### config.mk
export PLATFORM = sky130hd
export DESIGN_NAME = l2cache_ctrl_fsm
export DESIGN_NICKNAME = d
export VERILOG_FILES = /design/src/rtl/l2cache_pkg.sv /design/src/rtl/l2_onehot_enc.sv /design/src/rtl/l2cache_ctrl_fsm.sv
export SDC_FILE = /design/constraint.sdc
export NUM_CORES = 1
export LEC_CHECK = 0
export CAP_MARGIN = 20
export CORE_ASPECT_RATIO = 0.5
export CORE_MARGIN = 2
export CORE_UTILIZATION = 44
export DETAILED_ROUTE_END_ITERATION = 12
export GPL_ROUTABILITY_DRIVEN = 0
export MAX_ROUTING_LAYER = met4
export PLACE_DENSITY = 0.82
export SYNTH_ARGS = -nofsm -noshare
export SYNTH_HDL_FRONTEND = slang
export SYNTH_HIERARCHICAL = 1
export SYNTH_SLANG_ARGS = --single-unit
### constraint.sdc
create_clock -name clk -period 2.5 [get_ports clk]
set_input_delay 0.625 -clock clk [delete_from_list [all_inputs] [get_ports clk]]
set_output_delay 0.625 -clock clk [all_outputs]
set_load 0.02 [all_outputs]
### src/rtl/l2cache_pkg.sv
// -----------------------------------------------------------------------------
// l2cache_pkg
// Shared types and constants for the L2 cache control path.
//   state_e      : controller FSM states
//   SRC_*        : request source codes carried on req_from / rbuf_from
//   OP_*         : cache-operation opcodes carried on rbuf_opcode
// -----------------------------------------------------------------------------
package l2cache_pkg;

  typedef enum logic [3:0] {
    IDLE,
    LOOKUP,
    UC_W,
    DIRTY_RD,
    DIRTY_CHK,
    WB,
    REFILL_REQ,
    REFILL_WAIT,
    MERGE_W,
    OP
  } state_e;

  localparam logic [1:0] SRC_NONE = 2'b00;
  localparam logic [1:0] SRC_I_RD = 2'b01;
  localparam logic [1:0] SRC_D_RD = 2'b10;
  localparam logic [1:0] SRC_D_WR = 2'b11;

  localparam logic [1:0] OP_INIT    = 2'd0;
  localparam logic [1:0] OP_IDX_INV = 2'd1;
  localparam logic [1:0] OP_HIT_INV = 2'd2;

endpackage

### src/rtl/l2_onehot_enc.sv
// -----------------------------------------------------------------------------
// l2_onehot_enc
// Priority encoder for the tag-compare vector. The lowest set bit wins, so a
// (malformed) multi-hit vector still yields a single, deterministic way.
//   onehot_i : WAY-bit hit vector
//   idx_o    : index of the lowest set bit (0 when none set)
//   any_o    : at least one bit set
// -----------------------------------------------------------------------------
module l2_onehot_enc #(
  parameter  int WAY   = 4,
  localparam int WAY_W = $clog2(WAY)
) (
  input  logic [WAY-1:0]   onehot_i,
  output logic [WAY_W-1:0] idx_o,
  output logic             any_o
);

  // Scan from the top down so the last (lowest) set bit overrides.
  always_comb begin
    idx_o = '0;
    for (int i = WAY - 1; i >= 0; i--) begin
      if (onehot_i[i]) idx_o = WAY_W'(i);
    end
  end

  assign any_o = |onehot_i;

endmodule

### src/rtl/l2cache_ctrl_fsm.sv
// -----------------------------------------------------------------------------
// l2cache_ctrl_fsm
// Main control FSM of the write-back / write-allocate L2 cache, serving icache
// and dcache requests for any power-of-two associativity WAY (2..16).
//
// Ports (all outputs are combinational from state and inputs):
//   clk, rstn                 clock, asynchronous active-low reset
//   req_*                     new request from upstream
//   rbuf_*                    request buffer contents; rbuf_we loads it
//   ic_/dc_addr_ok/data_ok    upstream handshakes
//   mem_req_r/w, mem_rdy      memory bridge requests / read-data ready
//   mem_addr_ok_r/w, data_ok  memory bridge handshakes
//   hit, victim_way, dirty    tag compare, PLRU victim, dirty-table read data
//   plru_use, data_we, ...    array / PLRU / dirty-table controls
//
// Build option: define L2_PAR_REFILL_EN to issue the refill read request in
// parallel with the writeback instead of strictly after it.
// -----------------------------------------------------------------------------
module l2cache_ctrl_fsm
  import l2cache_pkg::*;
#(
  parameter  int WAY   = 4,
  localparam int WAY_W = $clog2(WAY)
) (
  input  logic             clk,
  input  logic             rstn,
  input  logic [1:0]       req_from,
  input  logic             req_uc,
  input  logic             req_op,
  input  logic [1:0]       rbuf_from,
  input  logic             rbuf_uc,
  input  logic             rbuf_op,
  input  logic [1:0]       rbuf_opcode,
  input  logic [WAY_W-1:0] rbuf_op_way,
  output logic             rbuf_we,
  output logic             ic_addr_ok,
  output logic             ic_data_ok,
  output logic             dc_addr_ok,
  output logic             dc_data_ok,
  output logic             mem_req_r,
  output logic             mem_req_w,
  output logic             mem_rdy,
  input  logic             mem_addr_ok_r,
  input  logic             mem_addr_ok_w,
  input  logic             mem_data_ok,
  input  logic [WAY-1:0]   hit,
  input  logic [WAY_W-1:0] victim_way,
  input  logic             dirty,
  output logic [WAY-1:0]   plru_use,
  output logic [WAY-1:0]   data_we,
  output logic             data_refill,
  output logic [WAY-1:0]   tagv_inval,
  output logic             tagv_init,
  output logic             wb_read,
  output logic [WAY_W-1:0] way_sel,
  output logic [WAY_W-1:0] dirty_way,
  output logic             dirty_set1,
  output logic             dirty_set0,
  output logic             ret_from_mem
);

  localparam logic [WAY-1:0] ONE = WAY'(1);

  state_e           state_q, state_d;
  logic [WAY_W-1:0] vway_q, vway_d;   // victim latched at miss, stable through refill
  logic [WAY_W-1:0] hway_q, hway_d;   // hit way latched for hit-invalidate ops

  logic [WAY_W-1:0] h_idx;
  logic             h_any;
  logic [WAY-1:0]   h_oh;             // cleaned one-hot of the winning way
  logic [WAY_W-1:0] tgt_way;
  logic             new_req;
  logic             new_ic_aok, new_dc_aok;
  logic             rb_ic_rd, rb_dc_rd, rb_wr;

  l2_onehot_enc #(.WAY(WAY)) u_hit_enc (
    .onehot_i (hit),
    .idx_o    (h_idx),
    .any_o    (h_any)
  );

  assign h_oh    = ONE << h_idx;
  assign tgt_way = !rbuf_op                   ? vway_q      :
                   (rbuf_opcode == OP_IDX_INV) ? rbuf_op_way : hway_q;

  // An uncached write is only acknowledged once memory takes its address.
  assign new_req    = (req_from != SRC_NONE) && !req_op;
  assign new_ic_aok = (req_from == SRC_I_RD);
  assign new_dc_aok = (req_from == SRC_D_RD) || ((req_from == SRC_D_WR) && !req_uc);

  assign rb_ic_rd = (rbuf_from == SRC_I_RD);
  assign rb_dc_rd = (rbuf_from == SRC_D_RD);
  assign rb_wr    = (rbuf_from == SRC_D_WR);

`ifdef L2_PAR_REFILL_EN
  logic rd_acc_q, rd_acc_d;           // refill read address already accepted during WB
`endif

  // ---------------------------------------------------------------------------
  // State register
  // ---------------------------------------------------------------------------
  always_ff @(posedge clk or negedge rstn) begin
    if (!rstn) begin
      state_q  <= IDLE;
      vway_q   <= '0;
      hway_q   <= '0;
`ifdef L2_PAR_REFILL_EN
      rd_acc_q <= 1'b0;
`endif
    end else begin
      state_q  <= state_d;
      vway_q   <= vway_d;
      hway_q   <= hway_d;
`ifdef L2_PAR_REFILL_EN
      rd_acc_q <= rd_acc_d;
`endif
    end
  end

  // ---------------------------------------------------------------------------
  // Next-state logic
  // ---------------------------------------------------------------------------
  always_comb begin
    state_d  = state_q;
    vway_d   = vway_q;
    hway_d   = hway_q;
`ifdef L2_PAR_REFILL_EN
    rd_acc_d = 1'b0;
`endif
    case (state_q)
      IDLE: begin
        if (req_op)                     state_d = OP;
        else if (req_from != SRC_NONE)  state_d = LOOKUP;
      end
      LOOKUP: begin
        if (rbuf_uc) begin
          state_d = rb_wr ? UC_W : REFILL_REQ;
        end else if (h_any) begin
          state_d = new_req ? LOOKUP : IDLE;
        end else begin
          vway_d  = victim_way;
          state_d = DIRTY_RD;
        end
      end
      UC_W: begin
        if (mem_addr_ok_w) state_d = IDLE;
      end
      DIRTY_RD: state_d = DIRTY_CHK;
      DIRTY_CHK: begin
        if (dirty)        state_d = WB;
        else if (rbuf_op) state_d = IDLE;
        else              state_d = REFILL_REQ;
      end
      WB: begin
`ifdef L2_PAR_REFILL_EN
        rd_acc_d = !rbuf_op && (rd_acc_q || mem_addr_ok_r);
        if (mem_addr_ok_w) begin
          if (rbuf_op)                         state_d = IDLE;
          else if (rd_acc_q || mem_addr_ok_r)  state_d = REFILL_WAIT;
          else                                 state_d = REFILL_REQ;
          rd_acc_d = 1'b0;
        end
`else
        if (mem_addr_ok_w) state_d = rbuf_op ? IDLE : REFILL_REQ;
`endif
      end
      REFILL_REQ: begin
        if (mem_addr_ok_r || mem_data_ok) state_d = REFILL_WAIT;
      end
      REFILL_WAIT: begin
        if (mem_data_ok) state_d = (!rbuf_uc && rb_wr) ? MERGE_W : IDLE;
      end
      MERGE_W: state_d = IDLE;
      OP: begin
        case (rbuf_opcode)
          OP_IDX_INV: state_d = DIRTY_RD;
          OP_HIT_INV: begin
            if (h_any) begin
              hway_d  = h_idx;
              state_d = DIRTY_RD;
            end else begin
              state_d = IDLE;
            end
          end
          default: state_d = IDLE;
        endcase
      end
      default: state_d = IDLE;
    endcase
  end

  // ---------------------------------------------------------------------------
  // Output logic
  // ---------------------------------------------------------------------------
  always_comb begin
    rbuf_we      = 1'b0;
    ic_addr_ok   = 1'b0;
    ic_data_ok   = 1'b0;
    dc_addr_ok   = 1'b0;
    dc_data_ok   = 1'b0;
    mem_req_r    = 1'b0;
    mem_req_w    = 1'b0;
    mem_rdy      = 1'b0;
    plru_use     = '0;
    data_we      = '0;
    data_refill  = 1'b0;
    tagv_inval   = '0;
    tagv_init    = 1'b0;
    wb_read      = 1'b0;
    way_sel      = '0;
    dirty_way    = '0;
    dirty_set1   = 1'b0;
    dirty_set0   = 1'b0;
    ret_from_mem = 1'b0;
    case (state_q)
      IDLE: begin
        rbuf_we    = 1'b1;
        ic_addr_ok = new_ic_aok;
        dc_addr_ok = new_dc_aok;
      end
      LOOKUP: begin
        if (!rbuf_uc && h_any) begin
          plru_use = h_oh;
          if (rb_wr) begin
            data_we    = h_oh;
            dirty_way  = h_idx;
            dirty_set1 = 1'b1;
          end else begin
            way_sel    = h_idx;
            ic_data_ok = rb_ic_rd;
            dc_data_ok = rb_dc_rd;
          end
          // Hit-under-hit: take the next request while this one completes.
          if (new_req) begin
            rbuf_we    = 1'b1;
            ic_addr_ok = new_ic_aok;
            dc_addr_ok = new_dc_aok;
          end
        end
      end
      UC_W: begin
        mem_req_w  = 1'b1;
        dc_addr_ok = mem_addr_ok_w;
      end
      DIRTY_RD: dirty_way = tgt_way;
      DIRTY_CHK: begin
        // Hold the dirty-table address; its data arrives this cycle.
        dirty_way = tgt_way;
        if (dirty) begin
          wb_read = 1'b1;
          way_sel = tgt_way;
        end
      end
      WB: begin
        mem_req_w = 1'b1;
        way_sel   = tgt_way;
        wb_read   = !mem_addr_ok_w;
`ifdef L2_PAR_REFILL_EN
        mem_req_r = !rbuf_op && !rd_acc_q;
`endif
      end
      REFILL_REQ: mem_req_r = 1'b1;
      REFILL_WAIT: begin
        mem_rdy = 1'b1;
        if (!rbuf_uc) way_sel = vway_q;
        if (mem_data_ok) begin
          ret_from_mem = 1'b1;
          if (!rbuf_uc) begin
            data_refill = 1'b1;
            data_we     = ONE << vway_q;
            dirty_way   = vway_q;
            dirty_set0  = 1'b1;
          end
          if (!rb_wr) begin
            if (!rbuf_uc) plru_use = ONE << vway_q;
            ic_data_ok = rb_ic_rd;
            dc_data_ok = rb_dc_rd;
            rbuf_we    = 1'b1;
          end
        end
      end
      MERGE_W: begin
        way_sel    = vway_q;
        data_we    = ONE << vway_q;
        plru_use   = ONE << vway_q;
        dirty_way  = vway_q;
        dirty_set1 = 1'b1;
      end
      OP: begin
        case (rbuf_opcode)
          OP_INIT:    tagv_init  = 1'b1;
          OP_IDX_INV: tagv_inval = ONE << rbuf_op_way;
          OP_HIT_INV: if (h_any) tagv_inval = h_oh;
          default: ;
        endcase
      end
      default: ;
    endcase
  end

endmodule

==> results.yml, run 1 <==
run_status:
  run_status: "finished, violations left"
  violations: "negative setup slack"
floorplan:
  num_rows: 13
  ios: 54
  die_area_um2: 3470
  coreArea_um2: 2720
  start_util_pct: 48.5
  die_w_um: 81.4
  dieHeight_um: 42.7
drt:
  ant_nets: 0
  drt-initial-drc-count: 249
  vias: 1884
  dr.pass1.iters: 5
  wire_per_inst_um: 17.3
  via_per_inst: 6.12
  drcViolationCount: 0
  wl_mm: 5.34
sta:
  rsz0062_at_grt: "yes"
  worst_slack_ns: -0.0652
  maxSlewHeadroom_pct: 71.6
  period_needed_ns: 2.57
  fin_crit_sh_pct: 103
  finalSetupViolations: 2
  fin_tns_setup_ns: -0.0707
  timing.fmax_mhz: 390
  finalMaxSlewViolations: 0
  hold_violations: 0
  skew_ns: 0.000308
  tightest_slew_ns: 0.422
clock_tree:
  numClockSinks: 8
  cts_tree: "done"
  insertion_delay_ns: 0.23
  clk_pin_slew_ns: 0.04
  ctsHoldBuffers: 0
  cts.path.max_buffers: 2
  cts_htree_levels: 1
  numCtsBuffers: 3
  cts_root_buf: "clkbuf_8"
synth:
  synth_nets: 199
  synth_top_area_share_pct: 15.2
  synth.largest_area_cell: "dfrtp_1"
  ys_types: 64
  synth_area_um2: 1320
  synth_cells: 172
  async_flop_share_pct: 100
  synth_top_flop_cell: "dfrtp_1"
  ys_ff_latch: 8
  synth_edf_count: 0
  syn_area_per_cell_um2: 7.65
  synth_warnings: 6
  yosysSeqAreaShare_pct: 15.2
  yosys-top-cells-area: "dfrtp_1 15%, nand2_1 5.4%, nor2_1 3.7%"
finish:
  fin_nets: 300
  fillers: 157
  layout-drive-gt1-share_pct: 45.8
  seq_area_um2: 200
  multi_input_area_um2: 1110
  area_delta_synth_final_pct: 73.3
  diodes: 0
placement:
  dp_hpwl_mm: 3.90
  port_buffers: 53
  dp_slack_ns: -0.822
critical_path:
  slowest_delay_ns: 0.57
  worstPathRequired_ns: 1.88
  worstSetupPathType: "reg2out"
  endpoint_kind: "primary output"
  crit_slowest_cell: "or4b_4"
  path_cells: "or4b_4 -> buf_4 -> o21ai_0 -> nand2_1 -> o221ai_1 -> buf_4"
  critPathMostFrequentCell: "buf_4"
  cp_max_fo: 2
  arrival_ns: 1.94
  cp-start-kind: "flop"
pwr:
  pwr_density_cell_nw_per_um2: 751
  vdd.ir_drop.worst_v: 0.000532
  leakagePower_nw: 1.15
grt:
  grt_overflow: 0
  grt_first_pass_wirelength_mm: 7.88
  grt.total_usage_pct: 30.1
  grt_max_degree: 12
  grt_pass1_vias: 1708
  antenna_found_initial: 0
hold_path:
  hold_class: "reg2reg"
job:
  drv_cap: 0
## routing by layer
| metal | GRT usage, % | up-vias | routed length [µm] |
|---|---|---|---|
| met4 | 8.47 | 0 | 131 |
| li1 | - | 848 | - |
| met1 | 37.0 | 882 | 2200 |
| met3 | 7.66 | 18 | 530 |
| met5 | - | - | 0 |
| met2 | 49.0 | 136 | 2480 |
## layout by cell type (no fill, tap or decap), types with 5 or more instances in the layout
cell type        instances
nand4_1                  5
buf_4                   60
a21oi_1                  7
inv_1                    8
nand2_1                 17
dlygate4sd2_1            8
clkdlybuf4s50_1         13
dfrtp_1                  8
buf_2                   18
nor2_1                  12
nand3b_1                 5
## synth_stat cells, types with 2 or more instances
cell      count
nand2b_1      4
ha_1          3
nand4_1       5
mux2_2        4
o32ai_1       2
nor2b_1       4
nor3_1        2
o22ai_1       3
o221ai_1      4
nand3_1       5
o21ai_0       8
a21oi_1       8
o32ai_2       2
mux2i_1       3
dfrtp_1       8
clkbuf_1      3
nor2_1       13
nor3b_1       4
nand2_1      19
o21a_1        3
nand3b_1      5
buf_2         5
mux2_1        2
and3b_1       2
buf_4         2
inv_1        11
## worst max-delay path, delay by kind of cell, from the launching register on
family / cells / cell delay (ns)
AND/OR/NAND/NOR: 2 / 0.71
buffers and inverters: 2 / 0.36
flip-flops: 1 / 0.38
AO/OA/AOI/OAI: 2 / 0.26
## worst paths after layout
check	from	end	slack [ns]	cells past startpoint
worst min register to register	hway_q[1]$_DFFE_PN0P_	hway_q[1]$_DFFE_PN0P_	0.51	1
worst max-delay path	state_q[2]$_DFFE_PN0P_	way_sel[1]	-0.07	6
worst min-delay path	hway_q[1]$_DFFE_PN0P_	hway_q[1]$_DFFE_PN0P_	0.51	1
max in group asynchronous	rstn	state_q[0]$_DFFE_PN0P_	1.55	1
worst max register to register	state_q[2]$_DFFE_PN0P_	state_q[2]$_DFFE_PN0P_	0.51	6
min in group asynchronous	rstn	vway_q[0]$_DFFE_PN0P_	0.68	1
## power breakdown
group          switching (mW)  total [mW]  internal, mW
Combinational           0.700        1.31         0.611
Clock                  0.0473       0.151         0.104
Sequential             0.0722       0.252         0.179
Total                   0.820        1.71         0.894
## kinds of logic after synthesis
kind of cell,Yosys count,synth area share (%)
fa+ha+maj,3,2.85
simple gates,81,38.0
compound gates,48,28.2
mux,9,7.41
buf+inv,23,8.27
flops,8,15.2
## flip-flops by register name (all words and copies together) (netlist names)
register	count
hway_q	2
state_q	4
vway_q	2
## cell type report
cell class	instances	area share, %
multi-input cells	141	48.8
well taps	37	2.03
repair buffers	108	36.8
inverters	11	1.81
clock buffers	3	1.81
flip-flops and latches	8	8.78
## per-stage QoR
step | area (µm²) | hold slack (ns) | util, % | instances | power (mW)
2_1_floorplan | 1330 | 0.329 | - | 172 | 0.947
3_3_place_gp | 2230 | 0.488 | 81.9 | 301 | 1.46
3_5_place_dp | 2230 | 0.495 | 81.9 | 301 | 1.50
4_1_cts | 2230 | 0.503 | 82.0 | 305 | 1.63
5_1_grt | 2280 | 0.543 | 84.0 | 308 | 1.80
6_report | 2280 | 0.514 | 84.0 | 308 | 1.71
## timing repair
action | in CTS | in global routing
pin swaps | 11 | 7
cloned | 0 | 0
resized for setup | 136 | 27
buffers inserted | 1 | 3
setup endpoints to repair | 28 | 23
(Power assumes the default switching activity.)
==> run 2, diff against run 1 <==
Settings changed: CORE_ASPECT_RATIO 0.5 to 1.75, SLEW_MARGIN set to 20.
==> results.yml, run 2 (same netlist as run 1, synthesis figures left out) <==
clock_tree:
  numClockSinks: 8
  ctsHoldBuffers: 0
  cts_tree: "done"
  clk_pin_slew_ns: 0.04
  cts_root_buf: "clkbuf_8"
  cts.path.max_buffers: 2
  cts_htree_levels: 1
  insertion_delay_ns: 0.23
  numCtsBuffers: 3
placement:
  dpl.cell_count: 293
  port_buffers: 53
  dpl-instance-area_um2: 2220
  dp_slack_ns: -0.836
  dp_hpwl_mm: 3.89
finish:
  final_common_cell: "buf_4"
  final_cell_mix: "63 x buf_4, 17 x nand2_1, 12 x nor2_1, 12 x clkdlybuf4s50_1"
  instances_no_fill: 304
  fillers: 178
  top_regs: "state_q: 4 flops, hway_q: 2 flops, vway_q: 2 flops"
  final_area_um2: 2360
  fin_nets: 305
  area_delta_synth_final_pct: 79.5
  diodes: 0
  layout-drive-gt1-share_pct: 47.5
  largest-register: "state_q"
  largest_reg_flops: 4
critical_path:
  rr_startpoint: "state_q[3]$_DFFE_PN0P_"
  worstPathRequired_ns: 1.88
  worstSetupPathType: "in2out"
  endpoint_kind: "primary output"
  r2r_cells: 6
  cp_max_fo: 3
  r2r_setup_slack_ns: 0.47
  r2r_end: "state_q[2]$_DFFE_PN0P_"
  cp-start-kind: "input port"
  arrival_ns: 1.91
sta:
  period_needed_ns: 2.54
  hold_violations: 0
  fin_crit_sh_pct: 101
  finalSetupViolations: 3
  rsz0062_at_grt: "yes"
  worst_slack_ns: -0.0352
  timing.fmax_mhz: 394
  skew_ns: 0.00363
  finalMaxSlewViolations: 0
  tightest_slew_ns: 0.440
  maxSlewHeadroom_pct: 70.4
grt:
  grt_first_pass_wirelength_mm: 8.06
  antenna_found_initial: 0
  grt_max_degree: 19
  grt_pass1_vias: 1824
  grt_overflow: 0
  grt.total_usage_pct: 30.7
drt:
  via_per_inst: 6.11
  dr.pass1.iters: 4
  drt-initial-drc-count: 74
  ant_nets: 0
  wl_mm: 5.39
  drcViolationCount: 0
  vias: 1858
  wire_per_inst_um: 17.7
run_status:
  run_status: "finished, violations left"
  violations: "negative setup slack"
floorplan:
  ios: 54
  die_w_um: 45.3
  coreArea_um2: 2900
  num_rows: 26
  start_util_pct: 45.5
  die_area_um2: 3460
  dieHeight_um: 76.4
job:
  drv_cap: 0
pwr:
  leakagePower_nw: 1.17
  power_mw: 1.68
  pwr_density_cell_nw_per_um2: 713
  vdd.ir_drop.worst_v: 0.000498
hold_path:
  hold_end: "hway_q[0]$_DFFE_PN0P_"
  hold_path.startpoint: "hway_q[0]$_DFFE_PN0P_"
  hold_class: "reg2reg"
  min_path_cells: 1
==> run 2: changes by cell type in the layout (fill, tap and decap cells not counted), sizes merged <==
cell / change
clkdlybuf4s50: -1
clkdlybuf4s15: +1
dlymetal6s2s: -1
clkbuf: +3
buf: +1
dlygate4sd2: +2
==> run 2: what timing repair did <==
item | 4_1_cts | 5_1_grt
buffers inserted | 5 | 3
endpoints found under the setup margin | 30 | 25
pin swaps | 11 | 8
resized for setup | 146 | 28
==> run 2: area by class of cell <==
class | count | area, µm² | share of cell area (%)
multi-input combinational | 141 | 1130 | 47.9
timing repair buffer | 113 | 912 | 38.6
sequential | 8 | 200 | 8.47
clock buffer | 3 | 41.3 | 1.75
inverter | 11 | 41.3 | 1.75
tap | 28 | 35.0 | 1.48
==> run 2: worst max-delay path: stages <==
cell,delay [ns]
dlygate4sd2_1,0.26
inv_2,0.09
ha_4,0.15
mux2i_1,0.20
nand2_1,0.09
o21ai_2,0.10
o221ai_1,0.19
buf_4,0.20
==> run 2: routing by layer <==
layer | wire length [µm] | vias to the layer above | GRT usage, %
li1 | - | 862 | -
met2 | 2990 | 79 | 54.3
met3 | 192 | 21 | 3.79
met1 | 2010 | 896 | 30.8
met5 | 0 | - | -
met4 | 202 | 0 | 15.0
==> run 2: how the worst max path moves through the flow <==
| stage | startpoint | end | slack (ns) |
|---|---|---|---|
| finish | rbuf_opcode[1] | way_sel[1] | -0.04 |
| global route | state_q[3]$_DFFE_PN0P_ | way_sel[1] | -0.08 |
| CTS | rbuf_from[1] | plru_use[1] | -0.04 |
| detailed placement | hit[1] | way_sel[0] | -0.84 |
| global placement | hit[0] | ic_addr_ok | -0.77 |
| floorplan | hit[2] | rbuf_we | -0.03 |
==> run 2: where the power goes <==
part	switching [mW]	internal, mW
Clock	0.0481	0.104
Sequential	0.0548	0.180
Combinational	0.693	0.605
==> run 2: through the flow <==
| step | hold WS [ns] | util (%) | setup TNS, ns |
|---|---|---|---|
| 6_report | 0.517 | 81.6 | -0.0465 |
| 5_1_grt | 0.534 | 81.6 | -0.338 |
| 4_1_cts | 0.517 | 79.0 | -0.0383 |
| 3_5_place_dp | 0.508 | 76.8 | -17.01 |
| 3_3_place_gp | 0.494 | 76.8 | -15.76 |
| 2_1_floorplan | 0.329 | - | -0.0271 |
